<file path="src/rtl/pipe_pkg.sv">
// Shared fetch/decode definitions: redirect encodings, NOP, default reset PC
// and the fetch-queue entry layout.
package pipe_pkg;

    localparam logic [1:0] PCSRC_SEQ    = 2'b00;
    localparam logic [1:0] PCSRC_BRANCH = 2'b01;
    localparam logic [1:0] PCSRC_JUMP   = 2'b10;

    localparam logic [31:0] NOP_INSTR        = 32'h0000_0000;
    localparam logic [31:0] DEFAULT_RESET_PC = 32'h0000_0000;

    typedef struct packed {
        logic [31:0] instr;
        logic [31:0] pc;
    } fetch_entry_t;

    // 2'b11 is treated as sequential, so only the two defined codes redirect.
    function automatic logic is_redirect(input logic [1:0] pcsrc);
        return (pcsrc == PCSRC_BRANCH) || (pcsrc == PCSRC_JUMP);
    endfunction

endpackage

</file>
<file path="src/rtl/fetch_queue.sv">
// Circular instruction buffer: pushes exactly two entries, pops zero to two,
// and flushes to empty in one edge. Callers keep pops <= count and
// count + 2 <= DEPTH when pushing.
module fetch_queue
    import pipe_pkg::*;
#(
    parameter int unsigned DEPTH = 4,
    localparam int unsigned PtrW = $clog2(DEPTH),
    localparam int unsigned CntW = PtrW + 1
) (
    input  logic            clk_i,
    input  logic            reset_i,
    input  logic            flush_i,
    input  logic            push_i,
    input  fetch_entry_t    push_entry_0_i,
    input  fetch_entry_t    push_entry_1_i,
    input  logic [1:0]      pop_cnt_i,
    output logic [CntW-1:0] count_o,
    output fetch_entry_t    head_0_o,
    output fetch_entry_t    head_1_o
);

    fetch_entry_t    mem_q [DEPTH];
    fetch_entry_t    mem_d [DEPTH];
    logic [PtrW-1:0] head_q, head_d;
    logic [PtrW-1:0] tail_q, tail_d;
    logic [CntW-1:0] count_q, count_d;

    // Next pointers, count and storage; flush wins over push and pop.
    always_comb begin
        mem_d   = mem_q;
        head_d  = head_q;
        tail_d  = tail_q;
        count_d = count_q;
        if (flush_i) begin
            head_d  = '0;
            tail_d  = '0;
            count_d = '0;
        end else begin
            if (push_i) begin
                mem_d[tail_q]              = push_entry_0_i;
                mem_d[tail_q + PtrW'(1)]   = push_entry_1_i;
                tail_d                     = tail_q + PtrW'(2);
            end
            head_d  = head_q + PtrW'(pop_cnt_i);
            count_d = count_q + (push_i ? CntW'(2) : CntW'(0)) - CntW'(pop_cnt_i);
        end
    end

    // State update with synchronous reset.
    always_ff @(posedge clk_i) begin
        if (reset_i) begin
            head_q  <= '0;
            tail_q  <= '0;
            count_q <= '0;
            for (int i = 0; i < DEPTH; i++) begin
                mem_q[i] <= '0;
            end
        end else begin
            head_q  <= head_d;
            tail_q  <= tail_d;
            count_q <= count_d;
            mem_q   <= mem_d;
        end
    end

    assign count_o  = count_q;
    assign head_0_o = mem_q[head_q];
    assign head_1_o = mem_q[head_q + PtrW'(1)];

endmodule

</file>
<file path="src/rtl/fetch_pair.sv">
// Dual-issue fetch stage: requests two words per access, buffers them in a
// small queue and hands up to two instructions per cycle into the F/D
// registers. Decode redirects flush everything younger than D.
module fetch_pair
    import pipe_pkg::*;
#(
    parameter int unsigned DEPTH    = 4,
    parameter logic [31:0] RESET_PC = DEFAULT_RESET_PC
) (
    input  logic        clk,
    input  logic        reset,
    input  logic        stall_d,
    input  logic [1:0]  pcsrc_d_0,
    input  logic [1:0]  pcsrc_d_1,
    input  logic [31:0] pc_branch_d_0,
    input  logic [31:0] pc_branch_d_1,
    input  logic [31:0] pc_jump_d_0,
    input  logic [31:0] pc_jump_d_1,
    output logic        imem_en,
    output logic [31:0] imem_addr,
    input  logic [31:0] imem_rdata_0,
    input  logic [31:0] imem_rdata_1,
    output logic [31:0] instr_d_0,
    output logic [31:0] instr_d_1,
    output logic [31:0] pc_plus_8_d_0,
    output logic [31:0] pc_plus_8_d_1,
    output logic        valid_d_0,
    output logic        valid_d_1
);

    localparam int unsigned CntW = $clog2(DEPTH) + 1;
    localparam int unsigned OccW = CntW + 1;
    localparam logic [OccW-1:0] OccLimit = OccW'(DEPTH - 2);

    logic [31:0] pc_q, pc_d;
    logic        inflight_q, inflight_d;
    logic        epoch_q, epoch_d;
    logic        req_epoch_q, req_epoch_d;
    logic [31:0] req_pc_q, req_pc_d;

    logic [31:0] instr_d_0_q, instr_d_0_d;
    logic [31:0] instr_d_1_q, instr_d_1_d;
    logic [31:0] pc_plus_8_d_0_q, pc_plus_8_d_0_d;
    logic [31:0] pc_plus_8_d_1_q, pc_plus_8_d_1_d;
    logic        valid_d_0_q, valid_d_0_d;
    logic        valid_d_1_q, valid_d_1_d;

    logic            redirect;
    logic [31:0]     redirect_pc;
    logic [CntW-1:0] q_count;
    logic [OccW-1:0] occupancy;
    logic            req_fire;
    logic            resp_live;
    logic [1:0]      pop_cnt;
    fetch_entry_t    head_0, head_1;
    fetch_entry_t    push_entry_0, push_entry_1;

    // Redirect decode; slot 0 is older and takes priority.
    always_comb begin
        redirect    = is_redirect(pcsrc_d_0) || is_redirect(pcsrc_d_1);
        redirect_pc = pc_q;
        if (is_redirect(pcsrc_d_0)) begin
            redirect_pc = (pcsrc_d_0 == PCSRC_BRANCH) ? pc_branch_d_0 : pc_jump_d_0;
        end else if (is_redirect(pcsrc_d_1)) begin
            redirect_pc = (pcsrc_d_1 == PCSRC_BRANCH) ? pc_branch_d_1 : pc_jump_d_1;
        end
    end

    // Request gating: reserve room for the pair still in flight.
    always_comb begin
        occupancy = OccW'(q_count) + (inflight_q ? OccW'(2) : OccW'(0));
        req_fire  = !reset && !redirect && (occupancy <= OccLimit);
        imem_en   = req_fire;
        imem_addr = pc_q;
    end

    // Response acceptance and dequeue sizing.
    always_comb begin
        // A response from an older epoch, or one landing in a redirect cycle, is dropped.
        resp_live    = inflight_q && (req_epoch_q == epoch_q) && !redirect;
        push_entry_0 = '{instr: imem_rdata_0, pc: req_pc_q};
        push_entry_1 = '{instr: imem_rdata_1, pc: req_pc_q + 32'd4};
        pop_cnt      = 2'd0;
        if (!stall_d && !redirect) begin
            pop_cnt = (q_count >= CntW'(2)) ? 2'd2 : q_count[1:0];
        end
    end

    fetch_queue #(
        .DEPTH(DEPTH)
    ) u_queue (
        .clk_i         (clk),
        .reset_i       (reset),
        .flush_i       (redirect),
        .push_i        (resp_live),
        .push_entry_0_i(push_entry_0),
        .push_entry_1_i(push_entry_1),
        .pop_cnt_i     (pop_cnt),
        .count_o       (q_count),
        .head_0_o      (head_0),
        .head_1_o      (head_1)
    );

    // Next PC, in-flight tracking and F/D register contents.
    always_comb begin
        pc_d        = pc_q;
        inflight_d  = req_fire;
        epoch_d     = epoch_q;
        req_epoch_d = req_epoch_q;
        req_pc_d    = req_pc_q;
        if (redirect) begin
            pc_d    = redirect_pc;
            epoch_d = ~epoch_q;
        end else if (req_fire) begin
            pc_d        = pc_q + 32'd8;
            req_pc_d    = pc_q;
            req_epoch_d = epoch_q;
        end

        instr_d_0_d     = instr_d_0_q;
        instr_d_1_d     = instr_d_1_q;
        pc_plus_8_d_0_d = pc_plus_8_d_0_q;
        pc_plus_8_d_1_d = pc_plus_8_d_1_q;
        valid_d_0_d     = valid_d_0_q;
        valid_d_1_d     = valid_d_1_q;
        if (!stall_d) begin
            instr_d_0_d     = NOP_INSTR;
            instr_d_1_d     = NOP_INSTR;
            pc_plus_8_d_0_d = 32'h0;
            pc_plus_8_d_1_d = 32'h0;
            valid_d_0_d     = 1'b0;
            valid_d_1_d     = 1'b0;
            if (pop_cnt != 2'd0) begin
                instr_d_0_d     = head_0.instr;
                pc_plus_8_d_0_d = head_0.pc + 32'd8;
                valid_d_0_d     = 1'b1;
            end
            if (pop_cnt == 2'd2) begin
                instr_d_1_d     = head_1.instr;
                pc_plus_8_d_1_d = head_1.pc + 32'd8;
                valid_d_1_d     = 1'b1;
            end
        end
    end

    // Fetch state and F/D registers with synchronous reset.
    always_ff @(posedge clk) begin
        if (reset) begin
            pc_q            <= RESET_PC;
            inflight_q      <= 1'b0;
            epoch_q         <= 1'b0;
            req_epoch_q     <= 1'b0;
            req_pc_q        <= 32'h0;
            instr_d_0_q     <= NOP_INSTR;
            instr_d_1_q     <= NOP_INSTR;
            pc_plus_8_d_0_q <= 32'h0;
            pc_plus_8_d_1_q <= 32'h0;
            valid_d_0_q     <= 1'b0;
            valid_d_1_q     <= 1'b0;
        end else begin
            pc_q            <= pc_d;
            inflight_q      <= inflight_d;
            epoch_q         <= epoch_d;
            req_epoch_q     <= req_epoch_d;
            req_pc_q        <= req_pc_d;
            instr_d_0_q     <= instr_d_0_d;
            instr_d_1_q     <= instr_d_1_d;
            pc_plus_8_d_0_q <= pc_plus_8_d_0_d;
            pc_plus_8_d_1_q <= pc_plus_8_d_1_d;
            valid_d_0_q     <= valid_d_0_d;
            valid_d_1_q     <= valid_d_1_d;
        end
    end

    assign instr_d_0     = instr_d_0_q;
    assign instr_d_1     = instr_d_1_q;
    assign pc_plus_8_d_0 = pc_plus_8_d_0_q;
    assign pc_plus_8_d_1 = pc_plus_8_d_1_q;
    assign valid_d_0     = valid_d_0_q;
    assign valid_d_1     = valid_d_1_q;

endmodule

</file>
<file path="config.mk">
export PLATFORM = sky130hd
export DESIGN_NAME = fetch_pair
export DESIGN_NICKNAME = d
export VERILOG_FILES = /design/src/rtl/pipe_pkg.sv /design/src/rtl/fetch_queue.sv /design/src/rtl/fetch_pair.sv
export SDC_FILE = /design/constraint.sdc
export NUM_CORES = 1
export LEC_CHECK = 0
export ABC_CLOCK_PERIOD_IN_PS = 8700
export CORE_AREA = 4 4 200 202
export DETAILED_ROUTE_END_ITERATION = 7
export DIE_AREA = 0 0 204 206
export GPL_ROUTABILITY_DRIVEN = 0
export PLACE_DENSITY = 0.81
export SYNTH_ARGS = -nofsm -noshare
export SYNTH_HDL_FRONTEND = slang
export SYNTH_SLANG_ARGS = --single-unit
</file>
<file path="constraint.sdc">
create_clock -name clk -period 8.7 [get_ports clk]
set_input_delay 1.74 -clock clk [delete_from_list [all_inputs] [get_ports clk]]
set_output_delay 1.74 -clock clk [all_outputs]
set_load 0.005 [all_outputs]
</file>
==> flow_summary.yaml <==
setup_path:
  required_ns: 6.96
  timing.rr.end: "pc_plus_8_d_1[29]"
  reg2reg_depth: 8
  crit_path_cell_trace: "clkdlybuf4s50_1 -> inv_1 -> ha_2 -> buf_4 -> and3b_1 -> nand2_1 -> inv_2 -> clkdlybuf4s50_1"
  crit_path_end_kind: "output pin"
  crit_top_cell: "clkdlybuf4s50_1"
  r2r_start: "u_queue.head_q[0]"
  cp_slowest_cell: "clkdlybuf4s50_1"
  max_stage_delay_ns: 0.51
  path_buf_inv: 5
  crit_arrival_ns: 4.09
  critical_path.endpoint: "imem_en"
  worstSetupStartpointType: "input port"
  crit_type: "in -> out"
  r2r_setup_slack_ns: 4.62
  critPathMaxFanout: 45
  cp.depth: 8
  startpoint: "pcsrc_d_0[1]"
  critPathTopFamily: "buffers and inverters"
drt:
  wirelength_mm: 65.4
  drc: 0
  drtIter0Drc: 1647
  drt_pass1_iterations: 5
  vias: 19400
  vias_per_cell: 6.09
  wl_per_cell_um: 20.5
  ant_nets: 0
timing:
  finalSetupViolations: 0
  rsz0062_at_grt: "no"
  period_share_pct: 67.1
  hold_viol_final: 0
  slew_violations: 0
  fin_crit_ns: 5.83
  worst_pin_slew_ns: 1.14
  fin_ws_ns: 2.87
  skew_ns: 0.0107
  clock.fmax_mhz: 171
  totalNegativeSetupSlack_ns: 0
  slew_headroom_pct: 24.0
  hold_ws_ns: 0.449
clock_network:
  clkLatencyLatePin_ns: 0.55
  root_buffer: "clkbuf_16"
  cts_setup_buffers: 0
  cts_tree: "yes"
  clkSinkCount: 459
  ctsHoldBuffers: 0
  clockBufferDepth: 3
  cts_buffers: 45
  htreeDepth: 2
  cts.clk_slew.worst_paths_ns: 0.06
  cts_resized: 0
logic_synthesis:
  synth_fp_nets: 2608
  seq_area_frac_synth_pct: 41.9
  synth_cells: 2398
  synthArstFlopShare_pct: 0
  synth-edff-count: 0
  ys.flop_type: "dfxtp_1"
  synth.distinct_cells: 60
  synth.largest_area_cell: "dfxtp_1"
  avgSynthCellArea_um2: 9.15
  ys_seq_elements: 459
  synth_common_cells: "nand2_1 (485), dfxtp_1 (459), a21oi_1 (251)"
  syn_area_mm2: 0.0219
  synthMostInstantiatedCell: "nand2_1"
  netlist_top_cells_area: "dfxtp_1 (42%), mux4_2 (10%), nand2_1 (8.3%)"
  ys.warnings.count: 0
  yosys.area.top_type_share_pct: 41.9
global_routing:
  grt_pass1_wl_mm: 102
  grt_pass1_vias: 18800
  overflow: 0
  antenna_found_initial: 1
  grt_start_max_net_pins: 205
  grt_use_total_pct: 30.0
placed_design:
  numPortBuffers: 361
  post-place-ws_ns: 2.87
  post-dp-hpwl_mm: 44.6
die:
  die_x_um: 204
  initial_core_util_pct: 57.3
  ios: 362
  die_h_um: 206
  rows: 72
  coreArea_mm2: 0.0383
  die-area_mm2: 0.0420
final_layout:
  layout-drive-gt1-share_pct: 8.74
  nNetsFinal: 2841
  area_growth_pct: 23.8
pwr:
  leakage_nw: 8.97
  vdd_drop_max_uv: 128
  p_per_area_mw_per_mm2: 171
job:
  drv_cap: 0
worst_hold_path:
  hold_path_class: "reg -> reg"
run_status:
  status: "finished, final reports clean"
metal layers:
| layer | up-vias | global-route usage [%] | part of all wire, % |
|---|---|---|---|
| met5 | - | 0 | 0 |
| met4 | 0 | 14.0 | 5.1 |
| met3 | 157 | 5.44 | 7.5 |
| met2 | 920 | 49.6 | 48 |
| met1 | 9296 | 38.5 | 40 |
| li1 | 9021 | - | - |
per-stage QoR:
step           power, W  instance area, um^2  cells  util (%)
2_1_floorplan   0.00240                21900   2398         -
3_3_place_gp    0.00259                25500   3102      66.7
3_5_place_dp    0.00260                25500   3102      66.7
4_1_cts         0.00466                27200   3184      70.9
5_1_grt         0.00479                27200   3185      70.9
6_report        0.00464                27200   3185      70.9
kinds of logic (layout without fill, tap and decap cells):
group                    after synthesis  in the layout  synth area share, %
multiplexers                         185            185                 16.2
other                                  0              1                    0
AO/OA/AOI/OAI                        542            542                 15.1
adder cells (fa/ha/maj)               11             11                0.661
AND/OR/NAND/NOR                      891            891                 18.0
buffers and inverters                216            484                 4.41
flip-flops                           459            459                 41.9
XOR/XNOR                              94             94                 3.75
worst reg2reg max path, stage by stage (launching register included):
cell and delay [ns]:
dfxtp_4 0.79, buf_4 0.75, mux4_1 0.46, ha_1 0.22, nand4_1 0.30, nor4_1 0.83, nand4_1 0.21, xnor2_1 0.21
a22o_1 0.20
layout by cell type (no fill, tap or decap), types with 16 or more instances in the layout:
cell type	Yosys	routed
xnor2_1	57	57
nor3_1	41	40
buf_4	5	22
o21ai_0	42	42
clkbuf_8	0	16
nor2_1	192	191
clkbuf_16	0	48
mux4_2	97	97
a22o_1	21	21
nand2_1	485	484
a21oi_1	251	251
mux2i_1	57	57
dfxtp_1	459	457
mux4_1	30	30
inv_1	19	18
a211oi_1	77	76
clkdlybuf4s50_1	0	359
xor2_1	37	37
nand3_1	35	35
nand4_1	21	21
and3_1	16	16
o22ai_1	27	27
nand2b_1	38	37
a22oi_1	83	83
worst min-delay path by stage:
stage / from / end / cells after the start
floorplan: u_queue.mem_q[69] / u_queue.mem_q[69] / 2
global placement: pc_plus_8_d_0[12] / pc_plus_8_d_0[12] / 2
detailed placement: pc_plus_8_d_0[12] / pc_plus_8_d_0[12] / 2
CTS: pc_plus_8_d_0[12] / pc_plus_8_d_0[12] / 2
global route: pc_plus_8_d_0[16] / pc_plus_8_d_0[16] / 2
finish: pc_plus_8_d_0[12] / pc_plus_8_d_0[12] / 2
layout make-up:
| cell class | instances | area (um^2) |
|---|---|---|
| multi-input cells | 1723 | 11800 |
| fillers | 2844 | 11100 |
| flip-flops and latches | 459 | 9200 |
| repair buffers | 383 | 3790 |
| clock buffers | 72 | 1450 |
| well taps | 518 | 648 |
| clock inverters | 10 | 161 |
| inverters | 19 | 71.3 |
| diodes | 1 | 2.50 |
power by group:
group / switching [W] / leakage, nW / total, W / internal [W]
Sequential: 0.0000470 / 3.71 / 0.00218 / 0.00213
Clock: 0.000819 / 0.797 / 0.00208 / 0.00126
Combinational: 0.000194 / 4.47 / 0.000383 / 0.000189
state kept, by name, summed over array words and instances, names as in the netlist, 2 cells and up:
register and flops:
imem_addr 32, instr_d_0 32, instr_d_1 32, pc_plus_8_d_0 32, pc_plus_8_d_1 32, req_pc_q 32, u_queue.count_o 3, u_queue.head_q 2
u_queue.mem_q 256
Note: power is estimated with default switching activity, not from simulation.
